[config.mk]
export PLATFORM = sky130hd
export DESIGN_NAME = rvvi_frame_reducer
export DESIGN_NICKNAME = d
export VERILOG_FILES = /design/src/rtl/rvvi_frame_reducer.sv
export SDC_FILE = /design/constraint.sdc
export NUM_CORES = 1
export LEC_CHECK = 0
export ABC_AREA = 1
export CORE_MARGIN = 4
export CORE_UTILIZATION = 40
export CTS_BUF_LIST = sky130_fd_sc_hd__clkbuf_2
export DETAILED_ROUTE_END_ITERATION = 10
export GPL_TIMING_DRIVEN = 0
export SETUP_SLACK_MARGIN = 0.05
export SLEW_MARGIN = 40
export SYNTH_ARGS = -nofsm -noshare
export SYNTH_HDL_FRONTEND = slang
export SYNTH_SLANG_ARGS = --single-unit
[constraint.sdc]
create_clock -name clk -period 3.77 [get_ports clk]
set_input_delay 0.754 -clock clk [delete_from_list [all_inputs] [get_ports clk]]
set_output_delay 0.754 -clock clk [all_outputs]
set_load 0.005 [all_outputs]
[src/rtl/rvvi_frame_reducer.sv]
// RVVI frame reflector: captures full RVVI trace frames from AXIS RX and re-emits reduced 7-word
// frames on AXIS TX. Optional frame dropping is enabled with `define RVVI_FRAME_DROP_EN.
module rvvi_frame_reducer #(
   parameter int unsigned IN_WORDS    = 12,
   parameter int unsigned DEPTH       = 2,
   parameter int unsigned CNT_WIDTH   = 32,
   parameter int unsigned DROP_PERIOD = 8
) (
   input  logic                 clk,
   input  logic                 resetn,
   input  logic [31:0]          rx_tdata,
   input  logic [3:0]           rx_tkeep,
   input  logic                 rx_tvalid,
   output logic                 rx_tready,
   input  logic                 rx_tlast,
   output logic [31:0]          tx_tdata,
   output logic [3:0]           tx_tkeep,
   output logic                 tx_tvalid,
   input  logic                 tx_tready,
   output logic                 tx_tlast,
   input  logic [31:0]          HostLoad,
   output logic [CNT_WIDTH-1:0] FramesRx,
   output logic [CNT_WIDTH-1:0] FramesTx,
   output logic [CNT_WIDTH-1:0] FramesBad,
   output logic [CNT_WIDTH-1:0] FramesDropped
);

   localparam int unsigned IW = $clog2(IN_WORDS);
   localparam int unsigned PW = (DEPTH > 1) ? $clog2(DEPTH) : 1;
   localparam int unsigned OW = $clog2(DEPTH + 1);
   localparam logic [IW-1:0] LAST_IDX = IW'(IN_WORDS - 1);
   localparam logic [PW-1:0] PTR_MAX  = PW'(DEPTH - 1);
   localparam logic [OW:0]   DEPTH_C  = (OW + 1)'(DEPTH);

   typedef enum logic [1:0] {RIdle, RCapture, RSkip} rx_state_e;
   typedef enum logic {TIdle, TSend} tx_state_e;

   rx_state_e            rx_state_q;
   tx_state_e            tx_state_q;
   logic [31:0]          mem [DEPTH][IN_WORDS];
   logic [IW-1:0]        idx_q;
   logic [PW-1:0]        wslot_q, wr_ptr_q, rd_ptr_q, wr_sel, wr_slot;
   logic [IW-1:0]        wr_idx;
   logic [OW-1:0]        occ_q;
   logic [OW:0]          occ_eff;
   logic                 commit_q, do_commit, drop_hit, full, rx_hs, tx_done;
   logic [2:0]           k_q, k_sel;
   logic [31:0]          host_q, tx_data_q, nxt_word;
   logic                 tx_valid_q, tx_last_q;
   logic [CNT_WIDTH-1:0] frames_rx_q, frames_tx_q, frames_bad_q;
   logic                 unused_keep;

   function automatic logic [PW-1:0] ptr_inc(input logic [PW-1:0] p);
      return (p == PTR_MAX) ? '0 : p + PW'(1);
   endfunction

   assign unused_keep = ^rx_tkeep;

   assign do_commit = commit_q & ~drop_hit;
   assign tx_done   = tx_valid_q & tx_tready & tx_last_q;
   // A commit still in flight already owns a slot, so count it when judging fullness.
   assign occ_eff   = {1'b0, occ_q} + (OW + 1)'(do_commit);
   assign full      = (occ_eff == DEPTH_C);
   assign rx_tready = !((rx_state_q == RIdle) && full);
   assign rx_hs     = rx_tvalid & rx_tready;
   assign wr_sel    = do_commit ? ptr_inc(wr_ptr_q) : wr_ptr_q;
   assign wr_slot   = (rx_state_q == RIdle) ? wr_sel : wslot_q;
   assign wr_idx    = (rx_state_q == RIdle) ? '0 : idx_q;

   always_ff @(posedge clk) begin
      if (rx_hs && (rx_state_q != RSkip)) begin
         mem[wr_slot][wr_idx] <= rx_tdata;
      end
   end

   always_ff @(posedge clk or negedge resetn) begin
      if (!resetn) begin
         rx_state_q   <= RIdle;
         idx_q        <= '0;
         wslot_q      <= '0;
         commit_q     <= 1'b0;
         frames_bad_q <= '0;
      end else begin
         commit_q <= 1'b0;
         if (rx_hs) begin
            case (rx_state_q)
               RIdle: begin
                  wslot_q <= wr_sel;
                  idx_q   <= IW'(1);
                  if (rx_tlast) frames_bad_q <= frames_bad_q + CNT_WIDTH'(1);
                  else          rx_state_q   <= RCapture;
               end
               RCapture: begin
                  if (rx_tlast) begin
                     rx_state_q <= RIdle;
                     if (idx_q == LAST_IDX) commit_q     <= 1'b1;
                     else                   frames_bad_q <= frames_bad_q + CNT_WIDTH'(1);
                  end else if (idx_q == LAST_IDX) begin
                     rx_state_q <= RSkip;
                  end else begin
                     idx_q <= idx_q + IW'(1);
                  end
               end
               RSkip: begin
                  if (rx_tlast) begin
                     rx_state_q <= RIdle;
                     commit_q   <= 1'b1;
                  end
               end
               default: rx_state_q <= RIdle;
            endcase
         end
      end
   end

   always_ff @(posedge clk or negedge resetn) begin
      if (!resetn) begin
         wr_ptr_q    <= '0;
         occ_q       <= '0;
         frames_rx_q <= '0;
      end else begin
         if (do_commit) begin
            wr_ptr_q    <= ptr_inc(wr_ptr_q);
            frames_rx_q <= frames_rx_q + CNT_WIDTH'(1);
         end
         case ({do_commit, tx_done})
            2'b10:   occ_q <= occ_q + OW'(1);
            2'b01:   occ_q <= occ_q - OW'(1);
            default: occ_q <= occ_q;
         endcase
      end
   end

   always_comb begin
      nxt_word = '0;
      k_sel    = (tx_state_q == TIdle) ? 3'd0 : k_q + 3'd1;
      case (k_sel)
         3'd0:    nxt_word = mem[rd_ptr_q][0];
         3'd1:    nxt_word = mem[rd_ptr_q][1];
         3'd2:    nxt_word = mem[rd_ptr_q][2];
         3'd3:    nxt_word = {mem[rd_ptr_q][8][31:16], mem[rd_ptr_q][3][15:0]};
         3'd4:    nxt_word = mem[rd_ptr_q][9];
         3'd5:    nxt_word = {host_q[15:0], mem[rd_ptr_q][10][15:0]};
         3'd6:    nxt_word = {16'h0, host_q[31:16]};
         default: nxt_word = '0;
      endcase
   end

   always_ff @(posedge clk or negedge resetn) begin
      if (!resetn) begin
         tx_state_q  <= TIdle;
         k_q         <= '0;
         host_q      <= '0;
         tx_data_q   <= '0;
         tx_valid_q  <= 1'b0;
         tx_last_q   <= 1'b0;
         rd_ptr_q    <= '0;
         frames_tx_q <= '0;
      end else begin
         case (tx_state_q)
            TIdle: begin
               if (occ_q != '0) begin
                  tx_state_q <= TSend;
                  k_q        <= 3'd0;
                  host_q     <= HostLoad;
                  tx_data_q  <= nxt_word;
                  tx_valid_q <= 1'b1;
                  tx_last_q  <= 1'b0;
               end
            end
            TSend: begin
               if (tx_tready) begin
                  if (k_q == 3'd6) begin
                     tx_state_q  <= TIdle;
                     tx_valid_q  <= 1'b0;
                     tx_last_q   <= 1'b0;
                     rd_ptr_q    <= ptr_inc(rd_ptr_q);
                     frames_tx_q <= frames_tx_q + CNT_WIDTH'(1);
                  end else begin
                     k_q       <= k_sel;
                     tx_data_q <= nxt_word;
                     tx_last_q <= (k_sel == 3'd6);
                  end
               end
            end
            default: tx_state_q <= TIdle;
         endcase
      end
   end

`ifdef RVVI_FRAME_DROP_EN
   localparam int unsigned DW = $clog2(DROP_PERIOD);
   logic [DW-1:0]        drop_cnt_q;
   logic [CNT_WIDTH-1:0] frames_drop_q;

   assign drop_hit = commit_q && (drop_cnt_q == DW'(DROP_PERIOD - 1));

   always_ff @(posedge clk or negedge resetn) begin
      if (!resetn) begin
         drop_cnt_q    <= '0;
         frames_drop_q <= '0;
      end else if (commit_q) begin
         drop_cnt_q <= drop_hit ? '0 : drop_cnt_q + DW'(1);
         if (drop_hit) frames_drop_q <= frames_drop_q + CNT_WIDTH'(1);
      end
   end

   assign FramesDropped = frames_drop_q;
`else
   localparam int unsigned unused_drop_period = DROP_PERIOD;
   assign drop_hit      = 1'b0;
   assign FramesDropped = '0;
`endif

   assign tx_tdata  = tx_data_q;
   assign tx_tkeep  = 4'hF;
   assign tx_tvalid = tx_valid_q;
   assign tx_tlast  = tx_last_q;
   assign FramesRx  = frames_rx_q;
   assign FramesTx  = frames_tx_q;
   assign FramesBad = frames_bad_q;

endmodule

After elaboration in Yosys (flattened, before gate mapping)
Memories as Yosys holds them, arrays and structs flattened.
Index checks and enable logic that the tools add are counted.
Widths: inputs -> output; s select.
- flip-flop bits (word level): 178
- memory bits (writable): 768
- input bits: 73
- output and inout bits: 167
- word-level logic and storage cells: 125
- memories: 1
- add/subtract/negate cells: 10
- magnitude comparators: 2
- eq/ne operators: 25
- mux-type cells: 49
- bitwise gates (word level): 5
- reduce and logical (&&, ||, !) cells: 17
- memories (memory ; depth ; bits a word ; rd ports ; clocked after Yosys merged registers in ; wr ports ; line ; RTL):
    mem ; 2 ; 384 ; 1 ; 0 ; 1 ; 40 ; logic [31:0] mem [DEPTH][IN_WORDS];
- operators by type and width (operator ; count):
    $mux 384 ; 1
    $mux 32 ; 7
    $pmux 32 s7 ; 1
    $demux 32 s4 ; 1
    $pmux 32 s2 ; 2
    $add 32x1->32 const B ; 3
    $mux 1 ; 18
    $ne 2x2->1 const B ; 9
    $eq 3x3->1 const B ; 4
    $mux 3 ; 4
    $mux 4 ; 3
    $eq 3x2->1 const B ; 3
    $reduce_and 3->1 ; 3
    $mux 2 ; 4
    $pmux 1 s2 ; 4
    $pmux 4 s2 ; 1
    $reduce_and 4->1 ; 2
    $pmux 2 s3 ; 1
    $pmux 3 s2 ; 1
    $reduce_bool 2->1 ; 3
    $ge 5x5->1 const B ; 1
    $lt 5x1->1 const B ; 1
    $not 4->5 ; 1
    $reduce_and 5->1 ; 1
    20 further kinds ; 29

Logic depth before layout (Yosys ltp)
- word-level depth: 8
- depth in mapped cells: 13
- depth with buffers taken out: 11

Least setup slack after synthesis
Ideal clock, no wire load.
- kind: reg-to-reg
- start point: reg occ_q[0]
- end point: mem mem[0][288] (netlist name) (enable)
- library setup time: 421 ps
- arrival time: 3013 ps
- data required time: 3349 ps
- path slack: 336 ps
- stages on the path, launching flop included: 10
- path buffers: 0
- clock period less this slack: 3434 ps
- cells stage by stage: dfrtp_1 > ha_1 > ha_1 > nand3_1 > nand2_1 > nor2_1 > nand2_1 > nor2_1 > nand2_1 > nor2_1
- longest elaborated chain between the ends: 8
- RTL lines (element ; line ; RTL):
    start, declared ; 44 ; logic [OW-1:0] occ_q;
    start signal, assigned ; 127 ; 2'b10: occ_q <= occ_q + OW'(1);
    start signal, assigned ; 128 ; 2'b01: occ_q <= occ_q - OW'(1);
    start signal, assigned ; 129 ; default: occ_q <= occ_q;
    $add 2x1->3 ; 62 ; assign occ_eff = {1'b0, occ_q} + (OW + 1)'(do_commit);
    $eq 3x2->1 ; 63 ; assign full = (occ_eff == DEPTH_C);
    $logic_and 1x1->1 ; 64 ; assign rx_tready = !((rx_state_q == RIdle) && full);
    $logic_not 1->1 ; 64 ;
    via rx_tready ; 14 ; output logic rx_tready,
    $and 1x1->1 ; 65 ; assign rx_hs = rx_tvalid & rx_tready;
    $logic_and 1x1->1 ; 71 ; if (rx_hs && (rx_state_q != RSkip)) begin
    $mux 1 ; 71 ;
    $mux 384 (implied by the code) ; 72 ; mem[wr_slot][wr_idx] <= rx_tdata;
    end, declared ; 40 ;
The timed path passes the listed nets, and every way through them passes these cells.

Worst setup path after layout
- start point: reg occ_q[0]
- end point: out rx_tready
- longest elaborated chain between the ends: 4
- RTL lines (element ; line):
    $add 2x1->3 ; 62
    $eq 3x2->1 ; 63
    $logic_and 1x1->1 ; 64
    $logic_not 1->1 ; 64
    end, declared ; 14
Every way passes these cells.

==> results.py <==
metrics = {
    "run_status": {
        "run_status": "complete, no violations",
    },
    "routing": {
        "routed_wl_um": 71900,
        "viasPerCell": 4.94,
        "drc_errors": 0,
        "vias": 19435,
        "drt_iter0_markers": 1618,
        "drt-pass1-iter-count": 6,
        "ant_nets": 0,
        "wl_per_cell_um": 18.3,
    },
    "synth": {
        "synth_top_area_share_pct": 43.8,
        "yosys.area.top_type": "edfxtp_1",
        "async_reset_ff_share_pct": 33.6,
        "yosys.cell_types.count": 35,
        "synthTopCellsByArea": "edfxtp_1 44%, nand2_1 19%, dfrtp_1 18%",
        "yosysSeqAreaShare_pct": 62.3,
        "synthTopCellsByCount": "1191 x nand2_1, 352 x edfxtp_1, 237 x nor2_1, 226 x nand3_1, 178 x dfrtp_1",
        "synth_cells": 2603,
        "synth_edf_count": 352,
        "yosysWarnings": 0,
        "synth_seq_cells": 530,
        "syn_avg_cell_area_um2": 9.26,
        "ys.flop_type": "edfxtp_1",
        "syn_area_mm2": 0.0241,
        "synth.most_common_cell": "nand2_1",
    },
    "sta": {
        "holdWs_ns": 0.240,
        "fin_setup_tns_ns": 0,
        "fin_ws_ns": 0.309,
        "max_slew_margin_pct": 40.3,
        "final_max_slew_viol_count": 0,
        "fin_skew_ns": 0.0805,
        "hold_viol": 0,
        "worst_pin_slew_ns": 0.895,
        "setup_viol": 0,
        "fin_crit_ns": 3.46,
        "period_share_pct": 91.8,
        "rsz0062_at_grt": "no",
        "max_freq_mhz": 289,
    },
    "place": {
        "place_ws_ns": 0.475,
        "io_buffer_count": 199,
        "routabilityCongestion": 0.860,
        "hpwlAfterDp_um": 50600,
        "place_area_mm2": 0.0278,
    },
    "floorplanning": {
        "initial_core_util_pct": 40.6,
        "ios": 240,
        "coreArea_mm2": 0.0594,
        "die_height_um": 254,
        "die-area_mm2": 0.0643,
        "die_x_um": 254,
        "rows": 89,
    },
    "setup_path": {
        "critPathCaptureType": "output pin",
        "path_class": "register to output pin",
        "cp.required_ns": 3.02,
        "critPathLaunchType": "register",
        "worstPathMaxFanout": 6,
        "arrival_ns": 2.71,
    },
    "clocking": {
        "cts_sinks": 530,
        "clock_latency_ns": 1.32,
        "tritoncts": "done",
        "cts_max_level": 4,
        "cts_buffer_depth": 3,
        "clock-root-buffer": "clkbuf_2",
        "clkSlewWorstSetupHoldPaths_ns": 0.10,
        "cts_buffers": 142,
    },
    "finish": {
        "nets": 3126,
        "area_growth_pct": 22.4,
        "seq_area_mm2": 0.0150,
        "final_cell_area_mm2": 0.0295,
        "multiInputGateArea_mm2": 0.00817,
        "layout-drive-gt1-share_pct": 12.9,
        "fillers": 5619,
    },
    "job": {
        "cap_violations": 0,
    },
    "global_routing": {
        "grt_pass1_wl_um": 108000,
        "track_usage_pct": 22.1,
        "use_met1_pct": 29.2,
        "grt_max_degree": 65,
        "grt_overflow": 0,
        "use_met2_pct": 35.9,
        "grt_pass1_vias": 18804,
        "grt_busiest_layer": "met2",
        "global_route.usage.met3_pct": 5.88,
        "antenna_found_initial": 4,
    },
    "power_and_ir_drop": {
        "ir_drop_mv": 0.414,
        "p_clk_share_pct": 21.1,
        "internal_power_w": 0.0111,
        "seqPwrFrac_pct": 38.9,
        "pwr-share-comb_pct": 40.0,
        "p_leak_nw": 13.0,
        "switching_share_pct": 42.9,
        "p_per_area_mw_per_mm2": 658,
        "switching_power_w": 0.00834,
    },
    "hold_path": {
        "worst_hold_path_type": "primary input to register",
    },
}
[flip-flops by register name, summed over array words and instances, names as in the netlist]
name,cells
wslot_q,1
host_q,32
tx_tdata,32
k_q,3
tx_tlast,1
idx_q,4
tx_tvalid,1
rd_ptr_q,1
FramesTx,32
rx_state_q,2
occ_q,2
mem,352
commit_q,1
wr_ptr_q,1
FramesRx,32
tx_state_q,1
FramesBad,32
[power groups by stage]
stage	clock network (W)	registers, W	logic, W
floorplan	0	0.00755	0.00433
global placement	0	0.00770	0.00725
detailed placement	0	0.00767	0.00766
CTS	0.00422	0.00756	0.00771
global route	0.00456	0.00765	0.00851
finish	0.00409	0.00756	0.00777
[worst max-delay path: stages, from the launching register on]
cell and delay [ns]:
dfrtp_2 0.46, ha_1 0.21, ha_1 0.27, nand3_1 0.14
dlygate4sd2_1 0.34
[placed cells by master, fill, tap and decap left out, drive strengths merged]
cell type	instances
clkinv	39
nand2	1196
bufinv	2
nor2	245
conb	36
nor3b	1
o32ai	1
clkinvlp	3
buf	146
and2	2
dlygate4sd3	35
nand4	22
diode	6
a21o	1
dfrtp	178
nor3	6
xor2	30
a21boi	16
inv	109
nand3	227
nor4	1
clkbuf	223
a21oi	3
ha	12
xnor2	32
o21ai	14
clkdlybuf4s50	197
nand3b	24
edfxtp	352
or2	1
o21bai	1
dlygate4sd2	1
[final timing paths]
check,from,end,slack [ns],cells after the start
max,occ_q[0],rx_tready,0.31,4
min reg2reg,tx_tdata[26],tx_tdata[26],0.49,2
max reg2reg,rx_state_q[1],mem[0][379],0.68,7
max in group asynchronous,resetn,tx_tdata[26],2.50,5
min in group asynchronous,resetn,FramesRx[12],0.57,4
min,rx_tdata[31],mem[1][319],0.24,1
[area by class of cell]
cell class                 instances  area share (%)
sequential                       530            50.9
antenna                            6          0.0509
clock buffer                     207            3.51
multi-input combinational       1871            27.7
timing repair buffer             260            9.76
clock inverter                    52           0.903
buffer                           135            2.65
inverter                         101            1.28
tap                              773            3.28
[per-layer routing]
layer	part of all wire, %	routed length, µm
met5	0	0
met4	2.3	1660
met2	47	34100
met1	42	30300
met3	8.3	5940
[kinds of logic after synthesis]
logic type | count (synthesis) | share of synthesized area, %
DFF | 530 | 62.3
AOI/OAI and AO/OA | 36 | 0.981
other | 2 | 0.0311
and+or+nand+nor | 1725 | 29.0
xor gates and xnor gates | 62 | 2.25
buffers and inverters | 236 | 4.81
adders and majority gates | 12 | 0.623
[what timing repair did]
action,CTS,global route
endpoints found under the hold margin,159,0
endpoints found under the setup margin,1,1
pin swaps,0,0
hold buffers,36,0
buffers inserted,0,0
resized for setup,1,1
[through the flow]
stage	util (%)	std cells	total power, W
2_1_floorplan	-	2637	0.0119
3_3_place_gp	45.8	3609	0.0150
3_5_place_dp	46.9	3634	0.0153
4_1_cts	49.7	3929	0.0195
5_1_grt	49.7	3931	0.0207
6_report	49.7	3935	0.0194
No activity file was read; power rests on OpenSTA's default activity.
